## config.mk

```make
export PLATFORM = sky130hd
export DESIGN_NAME = seed_expand_window
export DESIGN_NICKNAME = d
export VERILOG_FILES = /design/src/rtl/seed_expand_window_pkg.sv /design/src/rtl/seed_expand_window_prf_msg_build.sv /design/src/rtl/seed_expand_window.sv
export SDC_FILE = /design/constraint.sdc
export NUM_CORES = 1
export LEC_CHECK = 0
export ABC_CLOCK_PERIOD_IN_PS = 16200
export BUFFER_PORTS_ARGS = -buffer_cell sky130_fd_sc_hd__clkbuf_2
export CAP_MARGIN = 20
export CORE_AREA = 2 2 713 715
export CTS_CLUSTER_DIAMETER = 120
export DETAILED_ROUTE_END_ITERATION = 6
export DIE_AREA = 0 0 715 717
export GPL_TIMING_DRIVEN = 1
export PLACE_DENSITY = 0.3
export SYNTH_ARGS = -nofsm -noshare
export SYNTH_HDL_FRONTEND = slang
export SYNTH_SLANG_ARGS = --single-unit
export TNS_END_PERCENT = 10
```

## constraint.sdc

```tcl
create_clock -name clk -period 16.2 [get_ports clk]
set_input_delay 1.62 -clock clk [delete_from_list [all_inputs] [get_ports clk]]
set_output_delay 1.62 -clock clk [all_outputs]
set_load 0.02 [all_outputs]
```

## src/rtl/seed_expand_window_pkg.sv

```systemverilog
// Shared constants, state encoding and helpers for the WOTS seed expander
// and the PRF message packer.
package seed_expand_window_pkg;

    localparam int unsigned MSG_W   = 1024;
    localparam int unsigned FIELD_W = 256;

    // Bit offsets of the four 256-bit fields of a two-block PRF/F/H message
    localparam int unsigned PAD_LSB = 768;
    localparam int unsigned KEY_LSB = 512;
    localparam int unsigned IDX_LSB = 256;
    localparam int unsigned SHA_LSB = 0;

    // Domain-separation values placed in the leading 256-bit field
    localparam int unsigned PAD_F   = 0;
    localparam int unsigned PAD_H   = 1;
    localparam int unsigned PAD_PRF = 3;

    // SHA-256 trailer for a 768-bit message: 0x80 marker, length 0x300
    localparam logic [FIELD_W-1:0] SHA_PAD_768 = {8'h80, 184'h0, 64'h300};

    typedef enum logic [2:0] {
        ST_IDLE,
        ST_ISSUE,
        ST_WAIT,
        ST_WRITE,
        ST_DONE
    } state_t;

    function automatic int unsigned clog2(input int unsigned value);
        int unsigned result;
        int unsigned span;
        result = 0;
        span   = 1;
        while (span < value) begin
            span   = span << 1;
            result = result + 1;
        end
        return result;
    endfunction

endpackage

```

## src/rtl/seed_expand_window_prf_msg_build.sv

```systemverilog
// Packs pad constant, key and zero-extended index into the 1024-bit
// two-block SHA-256 message; purely combinational.
module seed_expand_window_prf_msg_build
    import seed_expand_window_pkg::*;
#(
    parameter int unsigned KEY_LEN = 256,
    parameter int unsigned IDX_W   = 32,
    parameter int unsigned PAD     = PAD_PRF
) (
    input  logic [KEY_LEN-1:0] key,
    input  logic [IDX_W-1:0]   index,
    output logic [MSG_W-1:0]   msg_c
);

    always_comb begin
        msg_c                      = '0;
        msg_c[PAD_LSB +: FIELD_W]  = FIELD_W'(PAD);
        msg_c[KEY_LSB +: FIELD_W]  = FIELD_W'(key);
        msg_c[IDX_LSB +: FIELD_W]  = FIELD_W'(index);
        msg_c[SHA_LSB +: FIELD_W]  = SHA_PAD_768;
    end

endmodule

```

## src/rtl/seed_expand_window.sv

```systemverilog
// Expands WOTS secret seeds PRF(key, i) for a runtime index window, driving the
// shared SHA-256 wrapper with midstate caching and writing seeds to local memory.
module seed_expand_window
    import seed_expand_window_pkg::*;
#(
    parameter int unsigned SEED_NUM              = 67,
    parameter int unsigned KEY_LEN               = 256,
    parameter int unsigned XMSS_HASH_PADDING_PRF = PAD_PRF,
    parameter int unsigned IDX_W                 = 32,
    localparam int unsigned CNT_W                = clog2(SEED_NUM + 1),
    localparam int unsigned ADDR_W               = clog2(SEED_NUM)
) (
    input  logic               clk,
    input  logic               reset,
    input  logic               start,
    input  logic               abort,
    input  logic [KEY_LEN-1:0] input_key,
    input  logic [IDX_W-1:0]   base_index,
    input  logic [CNT_W-1:0]   seed_count,
    output logic               busy,
    output logic               done,
    output logic               hash_start,
    output logic [MSG_W-1:0]   hash_data_in,
    output logic               message_length,
    output logic               store_intermediate,
    output logic               continue_intermediate,
    input  logic               hash_done,
    input  logic [KEY_LEN-1:0] hash_data_out,
    output logic [KEY_LEN-1:0] seed_wr_data,
    output logic [ADDR_W-1:0]  seed_mem_wr_addr,
    output logic               seed_mem_wr_en,
    input  logic               seed_mem_wr_ready
);

    state_t               state;
    state_t               state_nxt;
    logic [KEY_LEN-1:0]   key_q;
    logic [KEY_LEN-1:0]   key_nxt;
    logic [IDX_W-1:0]     idx_q;
    logic [IDX_W-1:0]     idx_nxt;
    logic [CNT_W-1:0]     cnt_q;
    logic [CNT_W-1:0]     cnt_nxt;
    logic [CNT_W-1:0]     total_q;
    logic [CNT_W-1:0]     total_nxt;
    logic                 first_q;
    logic                 first_nxt;
    logic [KEY_LEN-1:0]   data_nxt;
    logic                 busy_nxt;
    logic                 done_nxt;
    logic                 hash_start_nxt;
    logic                 store_nxt;
    logic                 cont_nxt;
    logic                 wr_en_nxt;

    assign message_length   = 1'b1;
    assign seed_mem_wr_addr = ADDR_W'(cnt_q);

    seed_expand_window_prf_msg_build #(
        .KEY_LEN (KEY_LEN),
        .IDX_W   (IDX_W),
        .PAD     (XMSS_HASH_PADDING_PRF)
    ) u_msg_build (
        .key   (key_q),
        .index (idx_q),
        .msg_c (hash_data_in)
    );

    // Next-state, datapath and registered-output decode
    always_comb begin
        state_nxt = state;
        key_nxt   = key_q;
        idx_nxt   = idx_q;
        cnt_nxt   = cnt_q;
        total_nxt = total_q;
        first_nxt = first_q;
        data_nxt  = seed_wr_data;

        if (abort) begin
            state_nxt = ST_IDLE;
        end else begin
            case (state)
                ST_IDLE: begin
                    if (start) begin
                        key_nxt   = input_key;
                        idx_nxt   = base_index;
                        total_nxt = seed_count;
                        cnt_nxt   = '0;
                        first_nxt = 1'b1;
                        state_nxt = (seed_count == '0) ? ST_DONE : ST_ISSUE;
                    end
                end
                ST_ISSUE: state_nxt = ST_WAIT;
                ST_WAIT: begin
                    if (hash_done) begin
                        data_nxt  = hash_data_out;
                        state_nxt = ST_WRITE;
                    end
                end
                ST_WRITE: begin
                    if (seed_mem_wr_ready) begin
                        cnt_nxt   = cnt_q + CNT_W'(1);
                        idx_nxt   = idx_q + IDX_W'(1);
                        first_nxt = 1'b0;
                        state_nxt = ((cnt_q + CNT_W'(1)) == total_q) ? ST_DONE : ST_ISSUE;
                    end
                end
                ST_DONE: state_nxt = ST_IDLE;
                default: state_nxt = ST_IDLE;
            endcase
        end

        // Outputs are registered copies of what the next state implies
        busy_nxt       = (state_nxt != ST_IDLE);
        done_nxt       = (state_nxt == ST_DONE);
        hash_start_nxt = (state_nxt == ST_ISSUE);
        store_nxt      = ((state_nxt == ST_ISSUE) || (state_nxt == ST_WAIT)) && first_nxt;
        cont_nxt       = ((state_nxt == ST_ISSUE) || (state_nxt == ST_WAIT)) && !first_nxt;
        wr_en_nxt      = (state_nxt == ST_WRITE);
    end

    always_ff @(posedge clk or posedge reset) begin
        if (reset) begin
            state                 <= ST_IDLE;
            key_q                 <= '0;
            idx_q                 <= '0;
            cnt_q                 <= '0;
            total_q               <= '0;
            first_q               <= 1'b0;
            seed_wr_data          <= '0;
            busy                  <= 1'b0;
            done                  <= 1'b0;
            hash_start            <= 1'b0;
            store_intermediate    <= 1'b0;
            continue_intermediate <= 1'b0;
            seed_mem_wr_en        <= 1'b0;
        end else begin
            state                 <= state_nxt;
            key_q                 <= key_nxt;
            idx_q                 <= idx_nxt;
            cnt_q                 <= cnt_nxt;
            total_q               <= total_nxt;
            first_q               <= first_nxt;
            seed_wr_data          <= data_nxt;
            busy                  <= busy_nxt;
            done                  <= done_nxt;
            hash_start            <= hash_start_nxt;
            store_intermediate    <= store_nxt;
            continue_intermediate <= cont_nxt;
            seed_mem_wr_en        <= wr_en_nxt;
        end
    end

endmodule

```

Yosys cells after proc, flatten, opt, wreduce, memory -nomap -nowiden
Cells that the tools add are included.
{ "totals": {"reg_bits": 568, "output_inout_bits": 1294, "inputBits": 557} }
{ "op_classes": {"n_eq_ne": 10, "mux": 17, "addsub": 2, "reduce_logical": 11, "n_bitwise": 1} }
{ "op_table": {"columns": ["operator", "n"], "rows": [
  ["$mux W32", 2],
  ["$pmux W32 S2", 1],
  ["$add A32 B1 Y32 const B", 1],
  ["$mux W3", 6],
  ["$mux W7", 2],
  ["$pmux W7 S2", 1],
  ["$eq A3 B2 Y1 const B", 4],
  ["$pmux W3 S4", 1],
  ["$add A7 B1 Y7 const B", 1],
  ["$eq A7 B7 Y1", 1],
  ["$logic_not A7 Y1", 1],
  ["$eq A3 B1 Y1 const B", 2],
  ["$reduce_and A3 Y1", 2],
  ["$ne A2 B2 Y1 const B", 2],
  ["$reduce_and A4 Y1", 1],
  ["$eq A3 B3 Y1 const B", 1],
  ["$logic_not A3 Y1", 1],
  ["$mux W1", 3],
  ["$reduce_bool A3 Y1", 1],
  ["$logic_and A1 B1 Y1", 2],
  ["$pmux W1 S2", 1],
  ["$reduce_bool A2 Y1", 1],
  ["$logic_not A1 Y1", 1],
  ["$logic_or A1 B1 Y1", 1],
  ["$not A1 Y1", 1]
]} }

Longest topological paths before layout
{ "logic_depth": {"ltp_word": 9, "ltp_mapped": 8, "ltp_nobuf": 6} }

Cells and area by module
From an unflattened synthesis, not the netlist that was laid out.
{ "unflattened": {"hier_cells": 3038, "hier_area_um2": 30324.1} }
{ "modules_own_cells": {"columns": ["mod", "instances", "area_per_inst_um2", "cells_per_inst", "seq_area_each_um2"], "rows": [
  ["seed_expand_window", 1, 22629.2, 2012, 14213.6],
  ["seed_expand_window_prf_msg_build", 1, 7694.9, 1026, 0.0]
]} }

Least setup slack after synthesis
No wires, ideal clock.
{ "synth_path": {"path_kind": "input to register", "from": "input abort", "to": "register seed_wr_data[0]", "path_buffers": 3, "setup_slack_ns": 13.083, "arrival_time_ns": 2.992, "stages": 6, "setup_ns": 0.125, "required_time_ns": 16.075, "cell_sequence": "or2_1 clkbuf_1 nor3_1 buf_2 buf_4 mux2_2"} }
{ "synth_between": {"elab_chain_len": 2} }
{ "synth_lines": {"columns": ["item", "line_no", "rtl"], "rows": [
  ["start, declared", "seed_expand_window.sv:16", "input logic abort,"],
  ["$not A1 Y1 (no line)", null, null],
  ["$reduce_and A3 Y1 (no line)", null, null],
  ["end signal, assigned", "seed_expand_window.sv:143", "seed_wr_data <= data_nxt;"],
  ["end, declared", "seed_expand_window.sv:29", "output logic [KEY_LEN-1:0] seed_wr_data,"]
]} }
Every way passes these cells.
A chain may end at the register's enable or synchronous reset.

Worst setup path in the final report
{ "layout_path": {"from": "input start", "to": "register key_q[172]"} }
{ "layout_between": {"elab_chain_len": 1} }
{ "layout_lines": {"columns": ["item", "line_no", "rtl"], "rows": [
  ["start, declared", "seed_expand_window.sv:15", "input logic start,"],
  ["$reduce_and A3 Y1 (no line)", null, null],
  ["end signal, assigned", "seed_expand_window.sv:138", "key_q <= key_nxt;"],
  ["end, declared", "seed_expand_window.sv:37", "logic [KEY_LEN-1:0] key_q;"]
]} }
Every way passes these cells.

==> qor.yml <==
power:
  p_seq_share_pct: 31.7
  leakage_nw: 19.5
  pwr-share-comb_pct: 39.5
  fin_total_pwr_mw: 7.14
  clkPwrFrac_pct: 28.7
  p_int_mw: 3.80
  switchingPower_mw: 3.34
  power_switching_share_pct: 46.8
  vdd_ir_drop_max_mv: 0.0651
  powerDensity_nw_per_um2: 171
global_routing:
  grt_util_all_layers_pct: 9.27
  antenna_found_initial: 197
  first_global_vias: 21600
  grt_max_degree: 179
  grt.overflow.total: 0
  grt_pass1_wl_mm: 297
clock_tree:
  cts_setup_buffers: 0
  cts-htree-levels: 3
  cts_buffer_depth: 4
  clkSinkCount: 568
  cts_hold_buf: 0
  clock_latency_ns: 0.85
  cts_tree: "yes"
  numCtsBuffers: 92
  ctsRootBufferMaster: "clkbuf_16"
  clk_pin_slew_ns: 0.06
  post_cts_resized: 0
sta:
  holdWs_ns: 0.471
  fmax_mhz: 226
  clock_skew_ns: 0.0507
  finalCritPeriodShare_pct: 27.4
  rsz0062_at_grt: "no"
  timing.final.hold_violations: 0
  min_period_ns: 4.43
  setup_viol: 0
  final_max_slew_viol_count: 0
  fin_setup_tns_ns: 0
  fin_ws_ns: 11.77
  tightest_slew_ns: 1.15
  relSlewSlack_pct: 23.4
placement:
  hpwlAfterDp_mm: 218
  place_ws_ns: 10.89
  gp_congestion: 0.918
  port_buffers: 1113
final_layout:
  fill_cells: 59200
  fin_nets: 4436
  layout-drive-gt1-share_pct: 39.4
  multi_input_area_um2: 10300
  regArea_um2: 14200
  final_util_pct: 8.30
  area_growth_syn_to_layout_pct: 50.1
yosys:
  synthCells: 2757
  synth_area_leader_cell: "dfrtp_1"
  netlist_area_um2: 27900
  synth_cell_types: 57
  synth-seq-cells: 568
  postSynthAreaPerCell_um2: 10.1
  ys.flop_type: "dfrtp_1"
  synth.top_cell.area_share_pct: 51.0
  synthArstFlopShare_pct: 100
  yosysWarnings: 0
  synth_edf_count: 0
  seq_area_frac_synth_pct: 51.0
  netlist_top_cells_area: "dfrtp_1, buf_4, nand2_1"
worst_setup_path:
  arrival_ns: 5.15
  cp-end-kind: "flip-flop"
  path_cells: "clkbuf_2 -> nor3b_1 -> o21a_1 -> buf_4 -> nand2_4 -> buf_4 -> buf_12 -> nand2_1 -> nand2_1"
  crit_fanout: 178
  crit_required_ns: 16.92
  path_class: "in2reg"
  startpoint_type: "primary input"
  cpMaxStageDelayCell: "nand2_4"
  r2r_slack_ns: 12.22
  cp_slowest_stage_delay_ns: 0.67
  crit_buf_inv: 4
  critPathTopFamily: "buffers and inverters"
die:
  die-area_um2: 513000
  core_um2: 505000
  start_util_pct: 5.53
  io_pins: 1851
  die_x_um: 715
  num_rows: 261
  die_h_um: 717
detailed_routing:
  via_per_inst: 2.10
  wl_mm: 249
  num_vias: 22400
  drtPass1Iterations: 5
  drc: 0
  ant_nets: 0
  drtIter0Drc: 1244
  avgRoutedWirePerCell_um: 23.3
outcome:
  status: "finished clean"
worst_hold_path:
  hp-class: "reg2reg"
run:
  maxCapViolCount: 0
flip-flops by register name (all words and copies together) (netlist names), 3 cells and up:
signal	cells
idx_q	32
key_q	256
seed_mem_wr_addr	7
seed_wr_data	256
state	3
total_q	7
final cells by class:
type                    count  area share [%]
multi-input cells        2062            24.6
well taps                6706            20.0
clock inverters            39            1.07
inverters                  10          0.0986
repair buffers           1143            13.9
flip-flops and latches    568            33.9
clock buffers             120            6.06
diodes                     50           0.299
path summary, 6_finish.rpt:
path | from | to | cells after the start
min reg2reg | key_q[40]$_DFFE_PP0P_ | key_q[40]$_DFFE_PP0P_ | 2
min | key_q[40]$_DFFE_PP0P_ | key_q[40]$_DFFE_PP0P_ | 2
max in group asynchronous | reset | seed_wr_data[47]$_DFFE_PP0P_ | 6
min in group asynchronous | reset | seed_wr_data[38]$_DFFE_PP0P_ | 2
max reg2reg | state[0]$_DFF_PP0_ | key_q[172]$_DFFE_PP0P_ | 8
max | start | key_q[172]$_DFFE_PP0P_ | 9
per-stage QoR:
stage / instances / instance area, µm²
5_1_grt: 10700 / 41800
3_3_place_gp: 10500 / 38800
3_5_place_dp: 10500 / 38800
6_report: 10700 / 41900
4_1_cts: 10600 / 41800
2_1_floorplan: 3492 / 30700
cells in the final DEF (no fill, tap or decap), drive strengths merged, types with 3 or more instances in the layout:
master    count
a21oi        36
inv          15
and4          8
a31oi         4
and2          6
or3           3
o32ai         4
buf          30
nor2b         5
conb        737
and3          8
o21ai        34
xor2          4
a211oi        4
clkinv       22
mux2        256
nor3          8
bufinv        6
nand3        24
nand4        12
o22ai        12
nor2         24
a2bb2oi      13
diode        50
clkinvlp      6
clkbuf     1233
xnor2         5
nand2       821
o211ai        3
dfrtp       568
worst register-to-register path: cells and delay by family, from the launching register on:
| family | cells | cell delay, ns |
|---|---|---|
| AND/OR/NAND/NOR | 4 | 1.62 |
| buffers and inverters | 3 | 1.59 |
| flip-flops | 1 | 0.49 |
| AO/OA/AOI/OAI | 1 | 0.20 |
synth_stat cells (2+ instances only):
cell type  instances
inv_1             10
buf_4            763
mux2_2           256
or2_1              2
nand3_1           24
a211oi_1           4
ha_1               2
or3_1              3
o21a_1             2
nor3b_1            2
nor3_1             7
o41ai_1            2
nand2_1          821
a31oi_1            4
and4_4             2
a41o_1             2
and4_1             6
or4_1              2
buf_1              3
buf_2             37
nor2_1            24
and2_1             5
and3_1             8
a2bb2oi_1         13
a21oi_1           36
dfrtp_1          568
clkbuf_1          47
xor2_1             4
o21ai_0           33
o32ai_1            4
a32oi_1            2
xnor2_1            5
nor2b_1            5
o211ai_1           3
nand4_1           12
conb_1             2
o22ai_1           12
logic make-up after synthesis:
kind of cell,Yosys count,synth area share [%]
AO/OA/AOI/OAI,126,2.84
XOR/XNOR,9,0.283
adder cells (fa/ha/maj),2,0.0897
buffers and inverters,862,22.1
flip-flops,568,51.0
multiplexers,257,10.4
other,2,0.0269
AND/OR/NAND/NOR,931,13.4
layer usage:
layer / routed length, µm / GRT usage (%)
met2: 119000 / 15.6
met4: 10500 / 3.42
met3: 30200 / 5.28
met1: 88800 / 9.58
met5: 619 / 0
power by group through the flow:
stage          Combinational, mW  Sequential (mW)  Clock [mW]
5_1_grt                     3.03             2.33        2.21
6_report                    2.82             2.27        2.05
2_1_floorplan              0.813             2.80           0
4_1_cts                     2.94             2.28        2.17
3_5_place_dp                2.94             2.30           0
3_3_place_gp                2.96             2.30           0
Power figures use the tool's default switching activity.
